`src/rtl/mdom_trigger_gen2.sv`:
```
// mDOM waveform trigger (gen2): prioritised trigger sources, re-arm holdoff, 1-cycle aligned data.
// Optional accepted/vetoed counters are built only when MDOM_TRIG_COUNTERS_EN is defined.
module mdom_trigger_gen2 #(
    parameter int unsigned ADC_W     = 12,
    parameter int unsigned DISCR_W   = 8,
    parameter int unsigned HOLDOFF_W = 16
) (
    input  logic                 clk,
    input  logic                 i_rst,
    input  logic [ADC_W-1:0]     adc_stream_in,
    output logic [ADC_W-1:0]     adc_stream_out,
    input  logic [DISCR_W-1:0]   discr_stream_in,
    output logic [DISCR_W-1:0]   discr_stream_out,
    input  logic                 gt,
    input  logic                 et,
    input  logic                 lt,
    input  logic [ADC_W-1:0]     thr,
    input  logic                 thresh_trig_en,
    input  logic                 thresh_edge,
    input  logic                 run,
    input  logic                 ext_trig_en,
    input  logic                 ext_run,
    input  logic                 cal_trig_en,
    input  logic                 cal_run,
    input  logic                 discr_trig_en,
    input  logic                 discr_trig_pol,
    input  logic [HOLDOFF_W-1:0] holdoff,
    output logic                 trig,
    output logic [2:0]           trig_src,
    output logic                 thresh_tot,
    output logic                 discr_tot,
    output logic                 armed,
    output logic [31:0]          trig_cnt,
    output logic [31:0]          veto_cnt
);

    typedef enum logic {ST_ARMED = 1'b0, ST_HOLDOFF = 1'b1} state_t;

    localparam logic [2:0] SRC_NONE   = 3'd0;
    localparam logic [2:0] SRC_SW     = 3'd1;
    localparam logic [2:0] SRC_THRESH = 3'd2;
    localparam logic [2:0] SRC_EXT    = 3'd3;
    localparam logic [2:0] SRC_DISCR  = 3'd4;
    localparam logic [2:0] SRC_CAL    = 3'd5;

    state_t               state;
    logic [HOLDOFF_W-1:0] hold_cnt;
    logic                 run_q, ext_run_q, cal_run_q, cmp_q;
    logic                 cmp_c, discr_c, thr_req_c;
    logic [2:0]           src_c;
    logic                 any_req_c;

    // Source qualification and fixed-priority selection
    always_comb begin
        cmp_c = (gt && (adc_stream_in > thr)) ||
                (et && (adc_stream_in == thr)) ||
                (lt && (adc_stream_in < thr));
        discr_c   = discr_trig_pol ? (|discr_stream_in) : ~(&discr_stream_in);
        thr_req_c = thresh_trig_en && (thresh_edge ? (cmp_c && !cmp_q) : cmp_c);
        src_c     = SRC_NONE;
        if (ext_trig_en && ext_run && !ext_run_q) begin
            src_c = SRC_EXT;
        end else if (cal_trig_en && cal_run && !cal_run_q) begin
            src_c = SRC_CAL;
        end else if (discr_trig_en && discr_c) begin
            src_c = SRC_DISCR;
        end else if (thr_req_c) begin
            src_c = SRC_THRESH;
        end else if (run && !run_q) begin
            src_c = SRC_SW;
        end
        any_req_c = (src_c != SRC_NONE);
    end

    // Data alignment, edge history, and arm/holdoff state machine
    always_ff @(posedge clk) begin
        run_q     <= run;
        ext_run_q <= ext_run;
        cal_run_q <= cal_run;
        cmp_q     <= cmp_c;
        if (i_rst) begin
            adc_stream_out   <= '0;
            discr_stream_out <= '0;
            thresh_tot       <= 1'b0;
            discr_tot        <= 1'b0;
            trig             <= 1'b0;
            trig_src         <= SRC_NONE;
            armed            <= 1'b1;
            state            <= ST_ARMED;
            hold_cnt         <= '0;
        end else begin
            adc_stream_out   <= adc_stream_in;
            discr_stream_out <= discr_stream_in;
            thresh_tot       <= cmp_c;
            discr_tot        <= discr_c;
            trig             <= 1'b0;
            trig_src         <= SRC_NONE;
            case (state)
                ST_ARMED: begin
                    if (any_req_c) begin
                        trig     <= 1'b1;
                        trig_src <= src_c;
                        hold_cnt <= holdoff;
                        if (holdoff != '0) begin
                            state <= ST_HOLDOFF;
                            armed <= 1'b0;
                        end
                    end
                end
                ST_HOLDOFF: begin
                    hold_cnt <= hold_cnt - HOLDOFF_W'(1);
                    if (hold_cnt == HOLDOFF_W'(1)) begin
                        state <= ST_ARMED;
                        armed <= 1'b1;
                    end
                end
            endcase
        end
    end

`ifdef MDOM_TRIG_COUNTERS_EN
    // Accepted triggers and requests dropped while holding off
    always_ff @(posedge clk) begin
        if (i_rst) begin
            trig_cnt <= '0;
            veto_cnt <= '0;
        end else begin
            if ((state == ST_ARMED) && any_req_c) begin
                trig_cnt <= trig_cnt + 32'd1;
            end
            if ((state == ST_HOLDOFF) && any_req_c) begin
                veto_cnt <= veto_cnt + 32'd1;
            end
        end
    end
`else
    assign trig_cnt = '0;
    assign veto_cnt = '0;
`endif

endmodule

```
`config.mk`:
```
export PLATFORM = sky130hd
export DESIGN_NAME = mdom_trigger_gen2
export DESIGN_NICKNAME = d
export VERILOG_FILES = /design/src/rtl/mdom_trigger_gen2.sv
export SDC_FILE = /design/constraint.sdc
export NUM_CORES = 1
export LEC_CHECK = 0
export CORE_ASPECT_RATIO = 1.75
export CORE_MARGIN = 2
export CORE_UTILIZATION = 39
export DETAILED_ROUTE_END_ITERATION = 8
export PLACE_DENSITY = 0.79
export RECOVER_POWER = 50
export SLEW_MARGIN = 20
export SYNTH_ARGS = -nofsm -noshare
export SYNTH_HDL_FRONTEND = slang
export SYNTH_SLANG_ARGS = --single-unit
```
`constraint.sdc`:
```
create_clock -name clk -period 3.03 [get_ports clk]
set_clock_uncertainty 0.05 [all_clocks]
set_input_delay 0.303 -clock clk [delete_from_list [all_inputs] [get_ports clk]]
set_output_delay 0.303 -clock clk [all_outputs]
set_load 0.02 [all_outputs]
```
== Word level (Yosys, flattened, before mapping) ==
Index checks and enable logic that the tools add are counted.
Operators by class
  add/sub/neg operators: 1
  order comparisons: 2
  equal/unequal tests: 5
  muxes and demuxes: 18
  bitwise gates (word level): 3
  reductions and logical operators: 24
Operators by type and width (number)
  $pmux W16 S2: 1
  $eq A16 B1 Y1 const B: 1
  $mux W16: 1
  $reduce_bool A16 Y1: 1
  $sub A16 B1 Y16 const B: 1
  $eq A12 B12 Y1: 1
  $gt A12 B12 Y1: 1
  $lt A12 B12 Y1: 1
  $logic_and A1 B1 Y1: 11
  $mux W1: 10
  $mux W3: 3
  $reduce_and A8 Y1: 1
  $reduce_or A8 Y1: 1
  $logic_not A1 Y1: 4
  $ne A2 B2 Y1 const B: 2
  $pmux W1 S2: 2
  $not A1 Y1: 3
  $reduce_and A3 Y1: 1
  $reduce_bool A3 Y1: 1
  $reduce_or A3 Y1: 1
  $logic_or A1 B1 Y1: 2
  $mux W2: 1
  $ne A2 B1 Y1 const B: 1
  $reduce_or A2 Y1: 1
Storage, ports and cells
  register bits: 48
  bits of input ports: 62
  output and inout bits: 91
  word-level logic and storage cells: 66

== Longest topological paths before layout ==
Gate-level depths: netlist of run 1.
  depth in word-level cells: 14
  mapped depth: 12
  gate-level depth less buffers: 10

== Worst setup path before layout of run 1 ==
Ideal clock, no wire load.
  kind: input-to-reg
  start: input port thr[6]
  end: register hold_cnt[0]
  setup time: 0.122 ns
  arrival time: 2.307 ns
  required time: 2.858 ns
  slack: 0.551 ns
  cell stages on the path: 11
  path buffers: 1
  path through: inv_1 -> ha_1 -> a21o_1 -> a21oi_1 -> a21oi_1 -> o311a_1 -> o311ai_4 -> and2_1 -> buf_4 -> nor2b_1 -> o311a_1
Between the ends
  longest elaborated chain between the ends: 13
  elaborated cells between the ends (all ways): 17
  those cells by class: 2 x order compare; 2 x eq/ne; 5 x mux; 8 x reduce/logical
Ends and longest elaborated chain
  from (decl): line 17  | input logic [ADC_W-1:0] thr,
  $gt A12 B12 Y1 / $eq A12 B12 Y1 (equally long branches): line 55, 56
  $logic_and A1 B1 Y1 (on tied branches): line 55, 56
  $logic_or A1 B1 Y1: line 55  | cmp_c = (gt && (adc_stream_in > thr)) ||
  $logic_or A1 B1 Y1 *: line 56  | (et && (adc_stream_in == thr)) ||
  $logic_and A1 B1 Y1: line 59  | thr_req_c = thresh_trig_en && (thresh_edge ? (cmp_c && !cmp_q) : cmp_c);
  $mux W1 *: line 59
  $logic_and A1 B1 Y1 *: line 59
  $mux W2 *: line 67  | end else if (thr_req_c) begin
  $mux W3 *: line 65  | end else if (discr_trig_en && discr_c) begin
  $mux W3 *: line 63  | end else if (cal_trig_en && cal_run && !cal_run_q) begin
  $mux W3 *: line 61  | if (ext_trig_en && ext_run && !ext_run_q) begin
  $reduce_bool A3 Y1 *: line 72  | any_req_c = (src_c != SRC_NONE);
  $ne A2 B2 Y1 (no source line) *
  to (signal assigned): line 103  | hold_cnt <= holdoff;
  to (signal assigned): line 111  | hold_cnt <= hold_cnt - HOLDOFF_W'(1);
  to (decl): line 47  | logic [HOLDOFF_W-1:0] hold_cnt;
Mark *: on every way between the ends. The rest lies on a longest branch, timed or not.
A chain may end at the register's enable or synchronous reset.

== Final worst setup path of run 1 ==
  start: input port thr[11]
  end: register hold_cnt[4]
The elaborated chain is that of the path after synthesis.

==> flow_summary_export.csv, run 1 <==
group,metric,value,unit
clock_network,cts_setup_buffers,0,
detailed_routing,vias,2450,
placed_design,io_buffers,88,
clock_network,cts_made_buffers,5,
synthesis,synth_warnings,0,
detailed_routing,drt_iter0_drc,103,
flow_run,drv_cap,0,
critical_path,critPathLaunchType,"input port",
floorplanning,rows,41,
clock_network,numClockSinks,48,
sta,min_period_over_period,92.4,%
synthesis,syn_avg_cell_area,8.81,sq um
synthesis,synth_seq_cells,48,
floorplanning,io_pins,153,
critical_path,critPathRequiredTime,3150,ps
final_layout,multi_input_area,1520,sq um
clock_network,hold_buffers,0,
sta,setup_viol,0,
global_route,grt_antenna_before_repair,0,
final_layout,nets,489,
detailed_routing,routed_wl,6730,microns
final_layout,drive_gt1_share,7.00,%
critical_path,reg2reg_slack,810,ps
sta,finalCriticalPeriod,2800,ps
sta,final-max-slew-violation-count,0,
placed_design,pre_cts_ws,-115,ps
clock_network,insertion_delay,280,ps
floorplanning,start_util,39.7,%
final_layout,fill_cells,670,
pwr,vdd_drop_max,0.000281,V
sta,worst_pin_slew,504,ps
pwr,p_leak,1.61,nW
detailed_routing,antenna_left,0,
global_route,grt_max_degree,41,
floorplanning,die_w,68.4,microns
clock_network,cts_root_buf,"clkbuf_16",
critical_path,rr_startpoint,"hold_cnt[2]",
synthesis,synth_cell_types,54,
synthesis,yosys_most_used_dff,"dfxtp_1",
synthesis,syn_area,2830,sq um
global_route,grtUsageTotal,17.6,%
critical_path,path_max_fanout,7,
clock_network,cts.repair.resized,0,
synthesis,synth-edff-count,0,
global_route,grt_pass1_vias,2395,
placed_design,gp_congestion,0.823,
sta,slew_headroom,66.4,%
clock_network,cts_tree,"yes",
final_layout,syn2layout_area_growth,32.3,%
clock_network,clock_tree.buffer_depth,2,
floorplanning,fp.dieH,117,microns
placed_design,dp_hpwl,5400,microns
clock_network,htree_levels,2,
global_route,grt_pass1_wl,10500,microns
final_layout,layout_common_cells,"70 x clkdlybuf4s50_1, 64 x conb_1, 48 x dfxtp_1, 24 x a21oi_1, 21 x nor2b_1",
floorplanning,core,7130,sq um
synthesis,synth_cells,321,
detailed_routing,wl_per_cell,13.5,microns
sta,rsz0062_at_grt,"false",
outcome,outcome,"completed",
critical_path,critical_path_class,"input port to flop",
clock_network,clkTransAtPathRegs,60,ps
critical_path,crit_start,"thr[11]",
sta,final.setup.worst_slack,231,ps
critical_path,crit_path_end_kind,"flop",
critical_path,worstPathArrival,2920,ps
detailed_routing,first_pass_iters,5,
final_layout,diodes,0,
sta,fmax,357,MHz
worst_hold_path,hold_class,"flop to flop",
final_layout,regArea,961,sq um
floorplanning,die-area,7980,sq um
pwr,p_per_area,483,nW/um^2
sta,finalHoldViolCount,0,
worst_hold_path,hold_start,"hold_cnt[7]",
sta,tns,0,ps
final_layout,layout_commonest_cell,"clkdlybuf4s50_1",
synthesis,ys_seq_area_share,34.0,%
detailed_routing,routed_via_density,4.90,
synthesis,async_reset_ff_share,0,%
detailed_routing,drc,0,
global_route,overflow,0,
## flip-flops by register name, summed over array words and instances, names as in the netlist
| register | count |
|---|---|
| armed | 1 |
| adc_stream_out | 12 |
| discr_tot | 1 |
| trig_src | 3 |
| discr_stream_out | 8 |
| cmp_q | 1 |
| state | 1 |
| run_q | 1 |
| thresh_tot | 1 |
| trig | 1 |
| cal_run_q | 1 |
| ext_run_q | 1 |
| hold_cnt | 16 |
## cell families after synthesis
family | after synthesis | share of synthesized area, %
simple gates | 104 | 22.1
buf+inv | 89 | 20.7
compound gates | 59 | 15.1
flops | 48 | 34.0
fa+ha+maj | 14 | 6.19
xor+xnor | 6 | 1.86
other cells | 1 | 0.133
## per-layer routing
metal / track usage [%] / routed length (microns) / up-vias / share of wire [%]
li1: - / - / 1171 / -
met1: 15.7 / 2210 / 1122 / 33
met2: 34.2 / 3740 / 137 / 56
met3: 3.37 / 533 / 20 / 7.9
met4: 10.0 / 252 / 0 / 3.7
met5: 0 / 0 / - / 0
## synth_stat cells (all sizes together), types with 2 or more instances
cell,instances,share of area [%]
nand3b,2,0.66
and2,3,0.66
xnor2,6,1.9
o31ai,4,1.1
nand3,2,0.35
nor4,8,2.5
nand2,20,2.7
or3,3,0.84
nor2b,21,4.6
nand2b,3,0.66
nor4b,3,1.1
dfxtp,48,34
nand4,6,1.3
ha,14,6.2
and3,2,0.44
nor3,7,1.6
o21ai,7,1.2
clkbuf,7,0.93
o311a,9,3.2
a31oi,2,0.66
or4,2,0.66
o311ai,2,1.2
buf,67,18
nor2,18,2.7
a21oi,25,4.6
a21o,2,0.53
inv,15,2.0
## report_power, final
| group | internal [mW] | switching [mW] | total, mW | leakage [nW] |
|---|---|---|---|---|
| clock network | 0.329 | 0.226 | 0.555 | 0.0712 |
| registers | 0.689 | 0.0515 | 0.740 | 0.400 |
| logic | 0.231 | 0.281 | 0.512 | 1.14 |
| total | 1.25 | 0.558 | 1.81 | 1.61 |
## through the flow
| step | total power [mW] | util (%) | instances | area (sq um) | hold slack, ps |
|---|---|---|---|---|---|
| 2_1_floorplan | 1.13 | - | 384 | 3070 | 281 |
| 3_3_place_gp | 1.25 | 50.4 | 492 | 3600 | 404 |
| 3_5_place_dp | 1.27 | 50.4 | 492 | 3600 | 415 |
| 4_1_cts | 1.83 | 52.5 | 500 | 3740 | 424 |
| 5_1_grt | 1.90 | 52.5 | 500 | 3740 | 448 |
| 6_report | 1.81 | 52.5 | 500 | 3740 | 422 |
## worst max-delay path, stage by stage
cell	delay [ps]
clkdlybuf4s50_1	460
inv_1	40
ha_1	300
nand4_1	160
nor2_1	90
a21boi_1	150
o311a_1	400
o311ai_4	380
a21oi_1	250
a221o_1	400
## worst paths after layout
path / to / cells after the start
worst max register to register: hold_cnt[12] / 8
worst max-delay path: hold_cnt[4] / 10
worst min register to register: hold_cnt[7] / 2
worst min-delay path: hold_cnt[7] / 2
## final cells by class
type                            instances  area share, %
Clock buffer                            8           3.91
Multi-Input combinational cell        247           40.6
Sequential cell                        48           25.7
Timing Repair Buffer                   96           25.5
Tap cell                               86           2.87
Inverter                               15           1.50
Power figures use the tool's default switching activity.
==> inputs of run 2 (changes only) <==
- CELL_PAD_IN_SITES_DETAIL_PLACEMENT: default -> 0
- CELL_PAD_IN_SITES_GLOBAL_PLACEMENT: default -> 1
- CORE_UTILIZATION: 39 -> 28
- PLACE_DENSITY: 0.79 -> 0.81
==> flow_summary_export.csv, run 2 (synthesis gave the netlist of run 1 again) <==
group,metric,value,unit
outcome,outcome,"completed",
sta,worst_pin_slew,494,ps
critical_path,worstPathArrival,2960,ps
pwr,vdd_drop_max,0.000261,V
clock_network,cts_root_buf,"clkbuf_16",
final_layout,regMostFlops,"hold_cnt",
critical_path,critPathTopFamily,"compound AO/OA/AOI/OAI gates",
clock_network,cts_made_buffers,5,
sta,rsz0062_at_grt,"false",
floorplanning,core,9850,sq um
critical_path,cpMaxStageDelayCell,"clkdlybuf4s50_1",
floorplanning,die_w,80.0,microns
sta,slew_headroom,66.8,%
detailed_routing,vias,2458,
final_layout,layout_common_cells,"70 x clkdlybuf4s50_1, 64 x conb_1, 48 x dfxtp_1, 23 x a21oi_1, 21 x nor2b_1",
critical_path,crit_buf_inv,2,
worst_hold_path,hold_class,"flop to flop",
placed_design,place_area,3670,sq um
final_layout,layout_commonest_cell,"clkdlybuf4s50_1",
detailed_routing,drt_iter0_drc,85,
global_route,grt_antenna_before_repair,1,
final_layout,reg.largest.list,"hold_cnt (16), adc_stream_out (12), discr_stream_out (8)",
detailed_routing,routed_via_density,4.53,
final_layout,fin_area,3820,sq um
sta,finalCriticalPeriod,2840,ps
detailed_routing,routed_wl,7180,microns
floorplanning,rows,48,
global_route,grt_pass1_wl,11200,microns
final_layout,drive_gt1_share,8.15,%
final_layout,nets,492,
sta,finalHoldViolCount,0,
sta,final.setup.worst_slack,191,ps
final_layout,syn2layout_area_growth,35.2,%
floorplanning,die-area,11000,sq um
placed_design,dp_hpwl,5750,microns
critical_path,crit_path_end_kind,"flop",
placed_design,dp_cells,534,
sta,final-max-slew-violation-count,0,
global_route,overflow,0,
clock_network,clkTransAtPathRegs,60,ps
floorplanning,start_util,28.7,%
placed_design,gp_congestion,0.760,
clock_network,numClockSinks,48,
clock_network,insertion_delay,290,ps
critical_path,critical_path_class,"input port to flop",
sta,fmax,352,MHz
sta,setup_viol,0,
global_route,grt_max_degree,41,
critical_path,critPathLaunchType,"input port",
critical_path,crit_path_max_incr_delay,460,ps
placed_design,io_buffers,88,
clock_network,htree_levels,2,
pwr,p_leak,1.62,nW
clock_network,hold_buffers,0,
critical_path,cpMostUsedCell,"o311a_1",
clock_network,cts_setup_buffers,0,
final_layout,fin_util,38.8,%
final_layout,final_cell_count_no_fill,543,
sta,tns,0,ps
detailed_routing,first_pass_iters,4,
sta,min_period_over_period,93.7,%
detailed_routing,antenna_left,0,
final_layout,largest_reg_flops,16,
clock_network,clock_tree.buffer_depth,2,
clock_network,cts_tree,"yes",
critical_path,path_max_fanout,5,
floorplanning,fp.dieH,137,microns
global_route,grt_pass1_vias,2352,
detailed_routing,drc,0,
pwr,p_per_area,476,nW/um^2
detailed_routing,wl_per_cell,13.2,microns
critical_path,path_cells,"clkdlybuf4s50_1 > inv_1 > ha_1 > nand4_1 > nor2_1 > a21boi_2 > o311a_1 > o311ai_4 > and2_1 > nor2b_1 > o311a_1",
global_route,grtUsageTotal,13.3,%
placed_design,pre_cts_ws,-172,ps
floorplanning,io_pins,153,
flow_run,drv_cap,0,
critical_path,critPathRequiredTime,3160,ps
[run 2: changes by cell type in the layout (fill, tap and decap cells not counted), sizes merged]
cell,before,now
diode,0,1
buf,8,11
[run 2: timing repair]
action | 4_1_cts | 5_1_grt
hold endpoints to repair | 0 | 0
resized for setup | 0 | 2
endpoints found under the setup margin | 0 | 5
[run 2: through the flow]
step	hold slack (ps)	power [mW]
final	419	1.82
after global routing	448	1.93
after detailed placement	411	1.27
after global placement	405	1.26
after floorplan	281	1.13
after CTS	420	1.85
[run 2: report_power, final]
group	total (mW)	internal, mW	leakage (nW)	switching [mW]
clock	0.567	0.330	0.0712	0.237
combinational	0.517	0.234	1.15	0.283
sequential	0.738	0.688	0.400	0.0495
total	1.82	1.25	1.62	0.570
[run 2: layout make-up]
type	count	area, sq um
antenna	1	2.50
clock buffer	8	146
fill	1053	6020
inverter	15	56.3
multi-input combinational	247	1530
sequential	48	961
tap	125	156
timing repair buffer	99	976
[run 2: path summary, 6_finish.rpt]
check	startpoint	to	slack, ps	depth (start not counted)
worst min-delay path	hold_cnt[7]	hold_cnt[7]	420	2
worst max register to register	hold_cnt[2]	hold_cnt[12]	810	8
worst max-delay path	thr[11]	hold_cnt[0]	190	11
worst min register to register	hold_cnt[7]	hold_cnt[7]	420	2
[run 2: routing by layer]
layer	wire length (microns)	up-vias	GRT usage [%]
met5	0	-	0
met4	242	0	6.50
met3	664	13	3.76
met2	4080	124	26.5
met1	2200	1148	11.7
li1	-	1173	-
[run 2: worst min-delay path, stage by stage (launching register included)]
cell,delay [ps]
dfxtp_1,310
o41ai_1,60
o31ai_1,60
==> inputs of run 3 (changes only) <==
- clock period: 3.03 -> 3.11 ns (I/O delays scaled with it)
==> flow_summary_export.csv, run 3 (synthesis gave the netlist of run 1 again) <==
group,metric,value,unit
sta,worst_hold_slack,435,ps
placed_design,pre_cts_ws,-104,ps
sta,worst_pin_slew,599,ps
detailed_routing,antenna_left,0,
final_layout,fin_util,38.8,%
sta,finalCriticalPeriod,2900,ps
pwr,p_per_area,478,nW/um^2
critical_path,crit_path_end_kind,"flop",
detailed_routing,routed_wl,7160,microns
pwr,clockPowerShare,33.1,%
detailed_routing,vias,2419,
clock_network,insertion_delay,280,ps
global_route,grtUsageTotal,13.2,%
clock_network,cts_setup_buffers,0,
critical_path,crit_start,"thr[11]",
floorplanning,fp.dieH,137,microns
detailed_routing,wl_per_cell,13.2,microns
placed_design,dp_cells,533,
final_layout,layout_common_cells,"70 x clkdlybuf4s50_1, 64 x conb_1, 48 x dfxtp_1, 24 x a21oi_1, 21 x nor2b_1",
critical_path,rr_startpoint,"hold_cnt[2]",
clock_network,clkTransAtPathRegs,60,ps
critical_path,crit_path_end,"hold_cnt[4]",
clock_network,cts_made_buffers,5,
global_route,grt_antenna_before_repair,0,
sta,finalHoldViolCount,0,
sta,final.setup.worst_slack,206,ps
pwr,share_comb_of_total_power,27.6,%
global_route,overflow,0,
clock_network,cts_root_buf,"clkbuf_16",
critical_path,path_max_fanout,7,
final_layout,layout_commonest_cell,"clkdlybuf4s50_1",
sta,slew_headroom,60.1,%
final_layout,diodes,0,
clock_network,cts_tree,"yes",
critical_path,cpMaxStageDelayCell,"clkdlybuf4s50_1",
placed_design,place_area,3660,sq um
critical_path,critPathRequiredTime,3230,ps
floorplanning,die-area,11000,sq um
final_layout,largest_reg_flops,16,
critical_path,r2r-end,"hold_cnt[12]",
final_layout,reg.largest.list,"hold_cnt (16), adc_stream_out (12), discr_stream_out (8)",
pwr,vdd_drop_max,0.000201,V
critical_path,crit_path_max_incr_delay,460,ps
clock_network,cts.repair.resized,0,
final_layout,drive_gt1_share,7.69,%
clock_network,numClockSinks,48,
pwr,switchingPower,0.554,mW
critical_path,reg2reg_slack,890,ps
pwr,p_leak,1.63,nW
sta,fmax,344,MHz
floorplanning,die_w,80.0,microns
final_layout,final_cell_count_no_fill,541,
placed_design,gp_congestion,0.760,
floorplanning,io_pins,153,
final_layout,syn2layout_area_growth,35.2,%
flow_run,drv_cap,0,
final_layout,nets,491,
global_route,grt_max_degree,41,
critical_path,worstPathArrival,3020,ps
detailed_routing,drc,0,
pwr,p_int,1.28,mW
sta,final-max-slew-violation-count,0,
clock_network,htree_levels,2,
detailed_routing,first_pass_iters,4,
placed_design,io_buffers,88,
placed_design,dp_hpwl,5730,microns
sta,rsz0062_at_grt,"false",
clock_network,clock_tree.buffer_depth,2,
worst_hold_path,hold_class,"flop to flop",
critical_path,rr_worst_depth,8,
clock_network,hold_buffers,0,
final_layout,fin_area,3820,sq um
sta,setup_viol,0,
final_layout,regMostFlops,"hold_cnt",
floorplanning,rows,48,
detailed_routing,drt_iter0_drc,51,
critical_path,path_cells,"clkdlybuf4s50_1 > inv_1 > ha_1 > nand4_1 > nor2_1 > a21boi_1 > o311a_1 > o311ai_4 > a21oi_1 > a221o_1",
sta,min_period_over_period,93.4,%
outcome,outcome,"completed",
global_route,grt_pass1_wl,11100,microns
critical_path,critPathLaunchType,"input port",
floorplanning,core,9850,sq um
detailed_routing,routed_via_density,4.47,
pwr,swShare,30.3,%
critical_path,critical_path_class,"input port to flop",
pwr,p_seq_share,39.3,%
global_route,grt_pass1_vias,2399,
floorplanning,start_util,28.7,%
## run 3: cell type report
type | count | area [sq um]
inverters | 15 | 56.3
clock inverters | 2 | 35.0
flip-flops and latches | 48 | 961
repair buffers | 98 | 968
clock buffers | 6 | 129
fillers | 1035 | 6020
well taps | 125 | 156
multi-input cells | 247 | 1520
## run 3: critical path: cells and delay by family
kind | cells | cell delay [ps]
AOI/OAI and AO/OA | 5 | 1650
and+or+nand+nor | 2 | 260
buffers and inverters | 2 | 500
adders and majority gates | 1 | 300
## run 3: routing by layer
layer,vias up,part of all wire [%],track usage [%]
li1,1172,-,-
met1,1118,31,11.1
met2,117,59,27.5
met3,12,8.0,3.30
met4,0,2.6,5.93
met5,-,0,0
## run 3: power groups by stage
stage	Combinational [mW]	Clock, mW	Sequential, mW
2_1_floorplan	0.354	0	0.746
5_1_grt	0.553	0.655	0.726
4_1_cts	0.512	0.634	0.719
6_report	0.505	0.606	0.719
3_3_place_gp	0.500	0	0.731
3_5_place_dp	0.509	0	0.733
## run 3: worst min path at each step
stage | depth (start not counted) | slack, ps | startpoint | end
6_report | 2 | 440 | hold_cnt[7] | hold_cnt[7]
5_1_grt | 2 | 460 | hold_cnt[7] | hold_cnt[7]
4_1_cts | 1 | 430 | cal_run | cal_run_q
3_5_place_dp | 2 | 410 | hold_cnt[7] | hold_cnt[7]
3_3_place_gp | 2 | 410 | hold_cnt[7] | hold_cnt[7]
2_1_floorplan | 0 | 290 | cal_run | cal_run_q
## run 3: metrics by stage
step	power, mW	setup TNS, ps
5_1_grt	1.93	0
6_report	1.83	0
2_1_floorplan	1.10	0
4_1_cts	1.87	0
3_5_place_dp	1.24	-243
3_3_place_gp	1.23	-6.57
